$ cat config.mk
export PLATFORM = sky130hd
export DESIGN_NAME = fetch_stage_flat
export DESIGN_NICKNAME = d
export VERILOG_FILES = /design/src/rtl/fetch_stage_pkg.sv /design/src/rtl/fetch_stage_if.sv /design/src/rtl/fetch_skid_buffer.sv /design/src/rtl/fetch_stage.sv /design/src/flat_wrapper.sv
export SDC_FILE = /design/constraint.sdc
export NUM_CORES = 1
export LEC_CHECK = 0
export CAP_MARGIN = 20
export CORE_MARGIN = 4
export CORE_UTILIZATION = 48
export CTS_CLUSTER_SIZE = 25
export DETAILED_ROUTE_END_ITERATION = 12
export PLACE_DENSITY = 0.77
export RECOVER_POWER = 25
export SLEW_MARGIN = 0
export SYNTH_ARGS = -nofsm -noshare
export SYNTH_HDL_FRONTEND = slang
export SYNTH_SLANG_ARGS = --single-unit
export TNS_END_PERCENT = 10
$ cat constraint.sdc
create_clock -name clk -period 1.9 [get_ports clk]
set_input_delay 0.19 -clock clk [delete_from_list [all_inputs] [get_ports clk]]
set_output_delay 0.19 -clock clk [all_outputs]
set_load 0.1 [all_outputs]
$ cat src/rtl/fetch_stage_pkg.sv
// Shared definitions for the instruction fetch stage: opcode/NOP constants,
// default PC width and the fetch FSM state encoding.
package fetch_stage_pkg;

  localparam int PC_WIDTH_DEF = 16;
  localparam int INST_W       = 16;

  localparam logic [3:0]        OP_NOP   = 4'b0000;
  localparam logic [INST_W-1:0] NOP_INST = 16'h0000;

  typedef enum logic [1:0] {
    ST_FETCH = 2'd0,
    ST_DRAIN = 2'd1,
    ST_HOLD  = 2'd2
  } fetch_state_e;

endpackage

$ cat src/rtl/fetch_stage_if.sv
// Instruction memory request/ready bus between the fetch stage (master)
// and the instruction memory (slave).
interface fetch_stage_if
  import fetch_stage_pkg::*;
#(
  parameter int PC_WIDTH = PC_WIDTH_DEF
);
  logic                imem_req;
  logic [PC_WIDTH-1:0] imem_addr;
  logic                imem_ready;
  logic [INST_W-1:0]   imem_data;

  modport master (output imem_req, output imem_addr,
                  input  imem_ready, input imem_data);
  modport slave  (input  imem_req, input imem_addr,
                  output imem_ready, output imem_data);
endinterface

$ cat src/rtl/fetch_skid_buffer.sv
// One-entry {inst, pc, valid} holding register. Catches a word that
// completes while decode is stalled on a full IF/ID slot.
module fetch_skid_buffer
  import fetch_stage_pkg::*;
#(
  parameter int PC_WIDTH = PC_WIDTH_DEF
) (
  input  logic                clk,
  input  logic                rst,
  input  logic                load,
  input  logic                clear,
  input  logic                pop,
  input  logic [INST_W-1:0]   in_inst,
  input  logic [PC_WIDTH-1:0] in_pc,
  output logic [INST_W-1:0]   out_inst,
  output logic [PC_WIDTH-1:0] out_pc,
  output logic                out_valid
);

  logic [INST_W-1:0]   inst_q, inst_d;
  logic [PC_WIDTH-1:0] pc_q,   pc_d;
  logic                vld_q,  vld_d;

  // Next entry: emptying (clear/pop) wins over a load in the same cycle.
  always_comb begin
    inst_d = inst_q;
    pc_d   = pc_q;
    vld_d  = vld_q;
    if (clear || pop) begin
      vld_d  = 1'b0;
      inst_d = NOP_INST;
    end else if (load) begin
      inst_d = in_inst;
      pc_d   = in_pc;
      vld_d  = 1'b1;
    end
  end

  // Entry register; only the valid flag needs a reset value.
  always_ff @(posedge clk) begin
    inst_q <= inst_d;
    pc_q   <= pc_d;
    if (rst) vld_q <= 1'b0;
    else     vld_q <= vld_d;
  end

  assign out_inst  = inst_q;
  assign out_pc    = pc_q;
  assign out_valid = vld_q;

endmodule

$ cat src/rtl/fetch_stage.sv
// Instruction fetch stage: program counter, fetch FSM (FETCH/DRAIN/HOLD),
// IF/ID pipeline register and a one-entry skid buffer for stalls.
module fetch_stage
  import fetch_stage_pkg::*;
#(
  parameter int                  PC_WIDTH = PC_WIDTH_DEF,
  parameter logic [PC_WIDTH-1:0] RESET_PC = '0
) (
  input  logic                clk,
  input  logic                rst,
  fetch_stage_if.master       imem,
  input  logic                stall,
  input  logic                redirect,
  input  logic [PC_WIDTH-1:0] redirect_pc,
  output logic [INST_W-1:0]   IF_ID_Inst,
  output logic [PC_WIDTH-1:0] IF_ID_PC,
  output logic                IF_ID_Valid
);

  fetch_state_e        state_q, state_d;
  logic [PC_WIDTH-1:0] pc_q, pc_d;
  logic [PC_WIDTH-1:0] pend_q, pend_d;
  logic [INST_W-1:0]   inst_q, inst_d;
  logic [PC_WIDTH-1:0] ifpc_q, ifpc_d;
  logic                vld_q, vld_d;

  logic                skid_load, skid_clear, skid_pop;
  logic [INST_W-1:0]   skid_inst;
  logic [PC_WIDTH-1:0] skid_pc;
  logic                skid_valid;
  logic                done;

  fetch_skid_buffer #(.PC_WIDTH(PC_WIDTH)) u_skid (
    .clk       (clk),
    .rst       (rst),
    .load      (skid_load),
    .clear     (skid_clear),
    .pop       (skid_pop),
    .in_inst   (imem.imem_data),
    .in_pc     (pc_q),
    .out_inst  (skid_inst),
    .out_pc    (skid_pc),
    .out_valid (skid_valid)
  );

  // Request decoded from registered state only. In DRAIN pc_q still holds the
  // abandoned address because the redirect target is parked in pend_q.
  assign imem.imem_req  = !rst && (state_q != ST_HOLD);
  assign imem.imem_addr = pc_q;
  assign done           = imem.imem_req && imem.imem_ready;

  // Next-state, PC and IF/ID update; redirect outranks stall everywhere.
  always_comb begin
    state_d    = state_q;
    pc_d       = pc_q;
    pend_d     = pend_q;
    inst_d     = inst_q;
    ifpc_d     = ifpc_q;
    vld_d      = vld_q;
    skid_load  = 1'b0;
    skid_clear = 1'b0;
    skid_pop   = 1'b0;
    if (redirect) begin
      vld_d      = 1'b0;
      inst_d     = NOP_INST;
      skid_clear = 1'b1;
      pend_d     = redirect_pc;
    end
    case (state_q)
      ST_FETCH: begin
        if (redirect) begin
          if (done) pc_d = redirect_pc;
          else      state_d = ST_DRAIN;
        end else if (done) begin
          pc_d = pc_q + PC_WIDTH'(1);
          if (!stall || !vld_q) begin
            inst_d = imem.imem_data;
            ifpc_d = pc_q;
            vld_d  = 1'b1;
          end else begin
            skid_load = 1'b1;
            state_d   = ST_HOLD;
          end
        end else if (!stall) begin
          vld_d  = 1'b0;
          inst_d = NOP_INST;
        end
      end
      ST_DRAIN: begin
        if (done) begin
          pc_d    = redirect ? redirect_pc : pend_q;
          state_d = ST_FETCH;
        end
      end
      ST_HOLD: begin
        if (redirect) begin
          pc_d    = redirect_pc;
          state_d = ST_FETCH;
        end else if (!stall) begin
          inst_d   = skid_inst;
          ifpc_d   = skid_pc;
          vld_d    = skid_valid;
          skid_pop = 1'b1;
          state_d  = ST_FETCH;
        end
      end
      default: state_d = ST_FETCH;
    endcase
  end

  // State, PC and IF/ID registers.
  always_ff @(posedge clk) begin
    pend_q <= pend_d;
    if (rst) begin
      state_q <= ST_FETCH;
      pc_q    <= RESET_PC;
      inst_q  <= NOP_INST;
      ifpc_q  <= '0;
      vld_q   <= 1'b0;
    end else begin
      state_q <= state_d;
      pc_q    <= pc_d;
      inst_q  <= inst_d;
      ifpc_q  <= ifpc_d;
      vld_q   <= vld_d;
    end
  end

  assign IF_ID_Inst  = inst_q;
  assign IF_ID_PC    = ifpc_q;
  assign IF_ID_Valid = vld_q;

endmodule
$ cat src/flat_wrapper.sv
// flat-port wrapper written by rule: the top's interface ports become plain ports
module fetch_stage_flat import fetch_stage_pkg::*;
#(
  parameter int                  PC_WIDTH = PC_WIDTH_DEF,
  parameter logic [PC_WIDTH-1:0] RESET_PC = '0
)
  (clk, rst, stall, redirect, redirect_pc, IF_ID_Inst, IF_ID_PC, IF_ID_Valid, imem_imem_req, imem_imem_addr, imem_imem_ready, imem_imem_data);
  fetch_stage_if #(.PC_WIDTH(PC_WIDTH)) imem_i ();
  input  logic clk;
  input  logic rst;
  input  logic stall;
  input  logic redirect;
  input  logic [PC_WIDTH-1:0] redirect_pc;
  output logic [INST_W-1:0] IF_ID_Inst;
  output logic [PC_WIDTH-1:0] IF_ID_PC;
  output logic IF_ID_Valid;
  output wire logic [$bits(imem_i.imem_req)-1:0] imem_imem_req;
  output wire logic [$bits(imem_i.imem_addr)-1:0] imem_imem_addr;
  input wire logic [$bits(imem_i.imem_ready)-1:0] imem_imem_ready;
  input wire logic [$bits(imem_i.imem_data)-1:0] imem_imem_data;
  assign imem_imem_req = imem_i.imem_req;
  assign imem_imem_addr = imem_i.imem_addr;
  assign imem_i.imem_ready = imem_imem_ready;
  assign imem_i.imem_data = imem_imem_data;
  fetch_stage #(.PC_WIDTH(PC_WIDTH), .RESET_PC(RESET_PC)) u_core (.clk(clk), .rst(rst), .imem(imem_i), .stall(stall), .redirect(redirect), .redirect_pc(redirect_pc), .IF_ID_Inst(IF_ID_Inst), .IF_ID_PC(IF_ID_PC), .IF_ID_Valid(IF_ID_Valid));
endmodule
======== Word-level counts from Yosys, hierarchy flattened ========
Cells that the tools add are included.
operators by class
  reductions and logical operators ........ 15
  multiplexer cells ....................... 45
  eq/ne operators ......................... 14
  bitwise gates (word level) .............. 1
  add/sub/neg operators ................... 1
operators by type and width
  kind                                                                     number
  16-bit two-way mux                                                       18
  16-bit case mux with 2 select lines                                      2
  16-bit case mux with 3 select lines                                      1
  16-bit by 1-bit adder with 16-bit output, second input constant          1
  1-bit two-way mux                                                        15
  2-bit two-way mux                                                        7
  2-bit inequality test, second input constant                             5
  3-bit inequality test, second input constant                             3
  2-bit by 1-bit inequality test with 1-bit output, second input constant  3
  2-bit case mux with 3 select lines                                       1
  6-bit AND reduction                                                      1
  5-bit AND reduction                                                      1
  4-bit AND reduction                                                      1
  1-bit logical NOT                                                        3
  3-bit by 2-bit inequality test with 1-bit output, second input constant  1
  3-bit nonzero test                                                       1
  2-bit by 1-bit equality test with 1-bit output, second input constant    1
  2-bit equality test, second input constant                               1
  1-bit logical AND                                                        2
  2-bit logical NOT                                                        1
  1-bit logical OR                                                         2
  1-bit case mux with 2 select lines                                       1
  2-bit AND reduction                                                      1
  2-bit nonzero test                                                       1
  other kinds (2)                                                          2
storage, ports and cells
  input port bits ......................... 37
  logic and storage cells ................. 85
  register bits after elaboration ......... 100
  output and inout port bits .............. 50

======== Logic depth before layout (Yosys ltp) ========
  depth in word-level cells ............... 7
  gate-level depth with buffers ........... 9
  mapped depth without buffers ............ 7

======== Hierarchy ========
From an unflattened synthesis, not the netlist that was laid out.
second synthesis, totals
  cell total of the unflattened synthesis .. 461
  area, all modules ....................... 4673.2 um2
by module, submodules not included
  module             area an instance (um2)  instances  cells an instance  sequential area each (um2)
  fetch_stage        3560.9                  1          387                1341.3
  fetch_skid_buffer  1112.3                  1          74                 820.8

======== Worst setup path after synthesis ========
OpenSTA, ideal clock, no wires.
  kind .................................... flip-flop to flip-flop
  from .................................... register u_core.pc_q[0] (netlist: u_core.imem.imem_addr[0])
  to ...................................... register u_core.pc_q[11] (netlist: u_core.imem.imem_addr[11])
  clock period less this slack ............ 2.406 ns
  cell stages (with the launch flop) ...... 5
  arrival time ............................ 2.303 ns
  library setup time ...................... 0.103 ns
  slack ................................... -0.506 ns
  required time ........................... 1.797 ns
  path buffers ............................ 0
  cells stage by stage .................... dfxtp_1 > nand4_1 > nor4_1 > o2bb2ai_1 > a2111oi_2
between the ends
  cells in the longest elaborated chain, start to end .. 4
ends and longest elaborated chain
  element                                   RTL line            source
  start, declared                           fetch_stage.sv:21   logic [PC_WIDTH-1:0] pc_q, pc_d;
  start signal, assigned                    fetch_stage.sv:122  pc_q <= pc_d;
  16-bit by 1-bit adder with 16-bit output  fetch_stage.sv:75   pc_d = pc_q + PC_WIDTH'(1);
  16-bit two-way mux                        fetch_stage.sv:74   end else if (done) begin
  16-bit two-way mux                        fetch_stage.sv:71   if (redirect) begin
  16-bit case mux with 3 select lines       fetch_stage.sv:69   case (state_q)
No other way between the ends. The select of a mux whose other input is x is not followed.
A chain may end at the register's enable or synchronous reset.

======== Worst setup path after layout ========
  from .................................... register u_core.state_q[0]
  to ...................................... register u_core.pc_q[1] (netlist: u_core.imem.imem_addr[1])
between the ends
  cells in the longest elaborated chain, start to end .. 5
  elaborated cells between the ends (all ways) .. 12
  classes of those cells .................. eq/ne: 6; mux: 1; reduce/logical: 5
ends and longest elaborated chain
  element                                                     RTL line            source
  start, declared                                             fetch_stage.sv:20   fetch_state_e state_q, state_d;
  start signal, assigned                                      fetch_stage.sv:121  state_q <= state_d;
  2-bit inequality test                                       fetch_stage.sv:48   assign imem.imem_req = !rst && (state_q != ST_HOLD);
  1-bit logical AND                                           fetch_stage.sv:48
  1-bit logical AND                                           fetch_stage.sv:50   assign done = imem.imem_req && imem.imem_ready;
  2-bit by 1-bit inequality test with 1-bit output (no line)  -
  4-bit AND reduction (no line)                               -
Several ways; a longest one is shown, not always the timed one.

==> impl_metrics.json <==
{
  "fin_tns_setup_ps": 0,
  "synthCells": 536,
  "synth_area_leaders": "dfxtp_1, mux2i_1, edfxtp_1",
  "drtAntennaViolNets": 0,
  "gp_congestion": 0.867,
  "start_util": 0.500,
  "dieArea_mm2": 0.0121,
  "rsz0062_at_grt": "true",
  "multi_input_area_mm2": 0.00275,
  "setup_viol": 0,
  "cts_tree": "done",
  "r2r_start": "u_core.state_q[0]$_SDFFE_PP0P_",
  "cts_buffer_depth": 2,
  "syn-num-nets": 577,
  "cts_max_level": 3,
  "clock_skew_ps": 12.8,
  "num_antenna_cells": 0,
  "portBuffers": 86,
  "ys.warnings.count": 0,
  "cts_hold_buffers": 0,
  "reg2reg_slack_ps": 30,
  "cts-root-buf": "clkbuf_8",
  "drv_cap": 0,
  "drt-total-wl_mm": 13.5,
  "finalHoldViolCount": 0,
  "place_hpwl_mm": 9.20,
  "yosysSeqAreaShare": 0.434,
  "area_growth_pct": 29.1,
  "yosys.area.top_type_share": 0.338,
  "crit_fanout": 9,
  "grt_overflow_total": 0,
  "synth_most_common_cell": "dfxtp_1",
  "dr_total_vias": 4550,
  "cp.arrival_ps": 2160,
  "hp-class": "in -> reg",
  "die_x_um": 110,
  "yosys.area.top_type": "dfxtp_1",
  "first_global_vias": 4455,
  "ir_drop_mv": 0.497,
  "hold_depth": 4,
  "clock-sinks": 100,
  "vias_per_cell": 6.02,
  "grt_pass1_wl_mm": 21.8,
  "routedWlPerCell_um": 17.9,
  "post-route-period-util": 0.984,
  "synth.distinct_cells": 55,
  "drtPass1Iterations": 5,
  "grt_max_degree": 56,
  "insertion_delay_ps": 370,
  "yosys_register_bits": 100,
  "crit_type": "reg -> reg",
  "synth_edf_count": 16,
  "io_pins": 87,
  "ys_top_cells_by_count": "dfxtp_1, mux2i_1, a21oi_1",
  "synthFlopType": "dfxtp_1",
  "syn_area_mm2": 0.00498,
  "syn_area_per_cell_um2": 9.29,
  "relSlewSlack": 0.480,
  "p_leak_nw": 2.30,
  "num-fill-cells": 819,
  "fin_crit_ps": 1870,
  "power_w": 0.00514,
  "register_area_mm2": 0.00218,
  "drv_slew": 0,
  "drt_iter0_drc": 335,
  "endpoint_kind": "register",
  "reg2reg_to": "u_core.imem.imem_addr[1]$_SDFFE_PP0P_",
  "track_usage": 0.225,
  "route.detailed.drc": 0,
  "async_flop_share": 0,
  "clk_pin_slew_worst_paths_ps": 90,
  "nNetsFinal": 659,
  "status": "completed",
  "hold_end": "u_core.state_q[1]$_SDFFE_PP0P_",
  "setup_slack_ps": 30.2,
  "worst_pin_slew_ps": 779,
  "grt_antenna_before_repair": 0,
  "hp-start": "rst",
  "fmax_ghz": 0.535,
  "drive_above_1_share": 0.257,
  "whs_ps": 283,
  "cts_buffers": 9,
  "fp.dieH_um": 110,
  "powerDensity_mw_per_mm2": 800,
  "final_cells": 756,
  "critPathRequiredTime_ps": 2190,
  "cp-start-kind": "register",
  "core.rowCount": 36,
  "pre_cts_slack_ps": -166,
  "placed_cells": 738,
  "rr_worst_depth": 6,
  "core_mm2": 0.00995
}
worst max-delay path by stage:
stage / from / cells after the start / end
after floorplan: u_core.state_q[0]$_SDFFE_PP0P_ / 9 / u_core.imem.imem_addr[1]$_SDFFE_PP0P_
after global placement: imem_imem_ready / 5 / u_core.IF_ID_Inst[1]$_SDFF_PP0_
after detailed placement: imem_imem_ready / 5 / u_core.IF_ID_Inst[2]$_SDFF_PP0_
after CTS: u_core.state_q[0]$_SDFFE_PP0P_ / 6 / imem_imem_req
after global routing: u_core.state_q[0]$_SDFFE_PP0P_ / 7 / u_core.imem.imem_addr[4]$_SDFFE_PP0P_
final: u_core.state_q[0]$_SDFFE_PP0P_ / 6 / u_core.imem.imem_addr[1]$_SDFFE_PP0P_
critical path, stage by stage (launching register included):
cell and delay (ps):
dfxtp_2 350, inv_2 70, ha_4 180, or3b_4 450, mux2_4 370, a211o_1 260, a21oi_2 130
cells by family after synthesis:
kind of cell	after synthesis	share of synthesized area
compound gates	167	0.221
xor+xnor	1	0.00176
fa+ha+maj	4	0.0101
buf+inv	61	0.0540
flops	100	0.434
mux	69	0.143
simple gates	134	0.136
placed cells by master, fill, tap and decap left out, types with 3 or more instances in the layout:
cell type        synthesis  final
a211oi_1                 8      5
o32ai_1                  7      7
o2bb2ai_1                3      3
nor2b_1                  4      3
a22o_1                   3      3
a21boi_0                 5      5
inv_1                    9      7
a221o_1                  6      6
and3_1                   6      6
clkbuf_2                 0      5
inv_2                    1      3
o21ai_0                 42     41
a221oi_2                 0     14
a211oi_2                 0      3
a221oi_1                19      5
o41ai_1                  3      3
buf_12                   0      9
nand3_1                  8      8
mux2i_1                 53     51
clkbuf_1                33      5
clkbuf_8                 0      9
a21oi_1                 48     48
or3_1                   16     16
mux2_2                  16     13
nor4_1                   7      6
edfxtp_1                16     16
o31ai_1                  3      3
dfxtp_1                 84     77
nand4_1                  5      5
dfxtp_2                  0      5
nand2_1                 26     26
buf_4                    1     67
nor3_1                  24     24
nor2_1                  29     27
clkdlybuf4s50_1          0     34
sequential cells by signal, indices dropped and copies added (netlist names):
| signal | flops |
|---|---|
| u_core.IF_ID_PC | 16 |
| u_core.pend_q | 16 |
| u_core.IF_ID_Valid | 1 |
| u_core.IF_ID_Inst | 16 |
| u_core.imem.imem_addr | 16 |
| u_core.state_q | 2 |
| u_core.u_skid.out_pc | 16 |
| u_core.u_skid.out_valid | 1 |
| u_core.u_skid.out_inst | 16 |
cell type report:
type                            count  area share
Clock buffer                       12      0.0243
Clock inverter                      4     0.00837
Inverter                           10     0.00584
Multi-Input combinational cell    376       0.428
Sequential cell                   100       0.338
Tap cell                          133      0.0259
Timing Repair Buffer              121       0.169
metal layers:
| metal | share of wire | vias up | wire length (µm) | GRT usage |
|---|---|---|---|---|
| met5 | 0 | - | 0 | 0 |
| li1 | - | 2196 | - | - |
| met1 | 0.42 | 2168 | 5710 | 0.281 |
| met4 | 0.011 | 0 | 150 | 0.0668 |
| met3 | 0.069 | 12 | 934 | 0.0505 |
| met2 | 0.50 | 174 | 6740 | 0.389 |
metrics by stage:
stage | area, µm² | utilization
2_1_floorplan | 5090 | -
3_3_place_gp | 6100 | 0.613
3_5_place_dp | 6100 | 0.613
4_1_cts | 6340 | 0.637
5_1_grt | 6430 | 0.646
6_report | 6430 | 0.646
report_power, final:
part | internal, W | switching [W] | total [W]
Sequential | 0.00225 | 0.000121 | 0.00237
Clock | 0.000703 | 0.000762 | 0.00146
Combinational | 0.000438 | 0.000869 | 0.00131
Total | 0.00339 | 0.00175 | 0.00514
what timing repair did:
action,in CTS,in global routing
pin swaps,1,5
gates resized for setup,6,25
setup endpoints to repair,31,80
cloned,1,0
buffers inserted,0,1
Power figures use the tool's default switching activity.
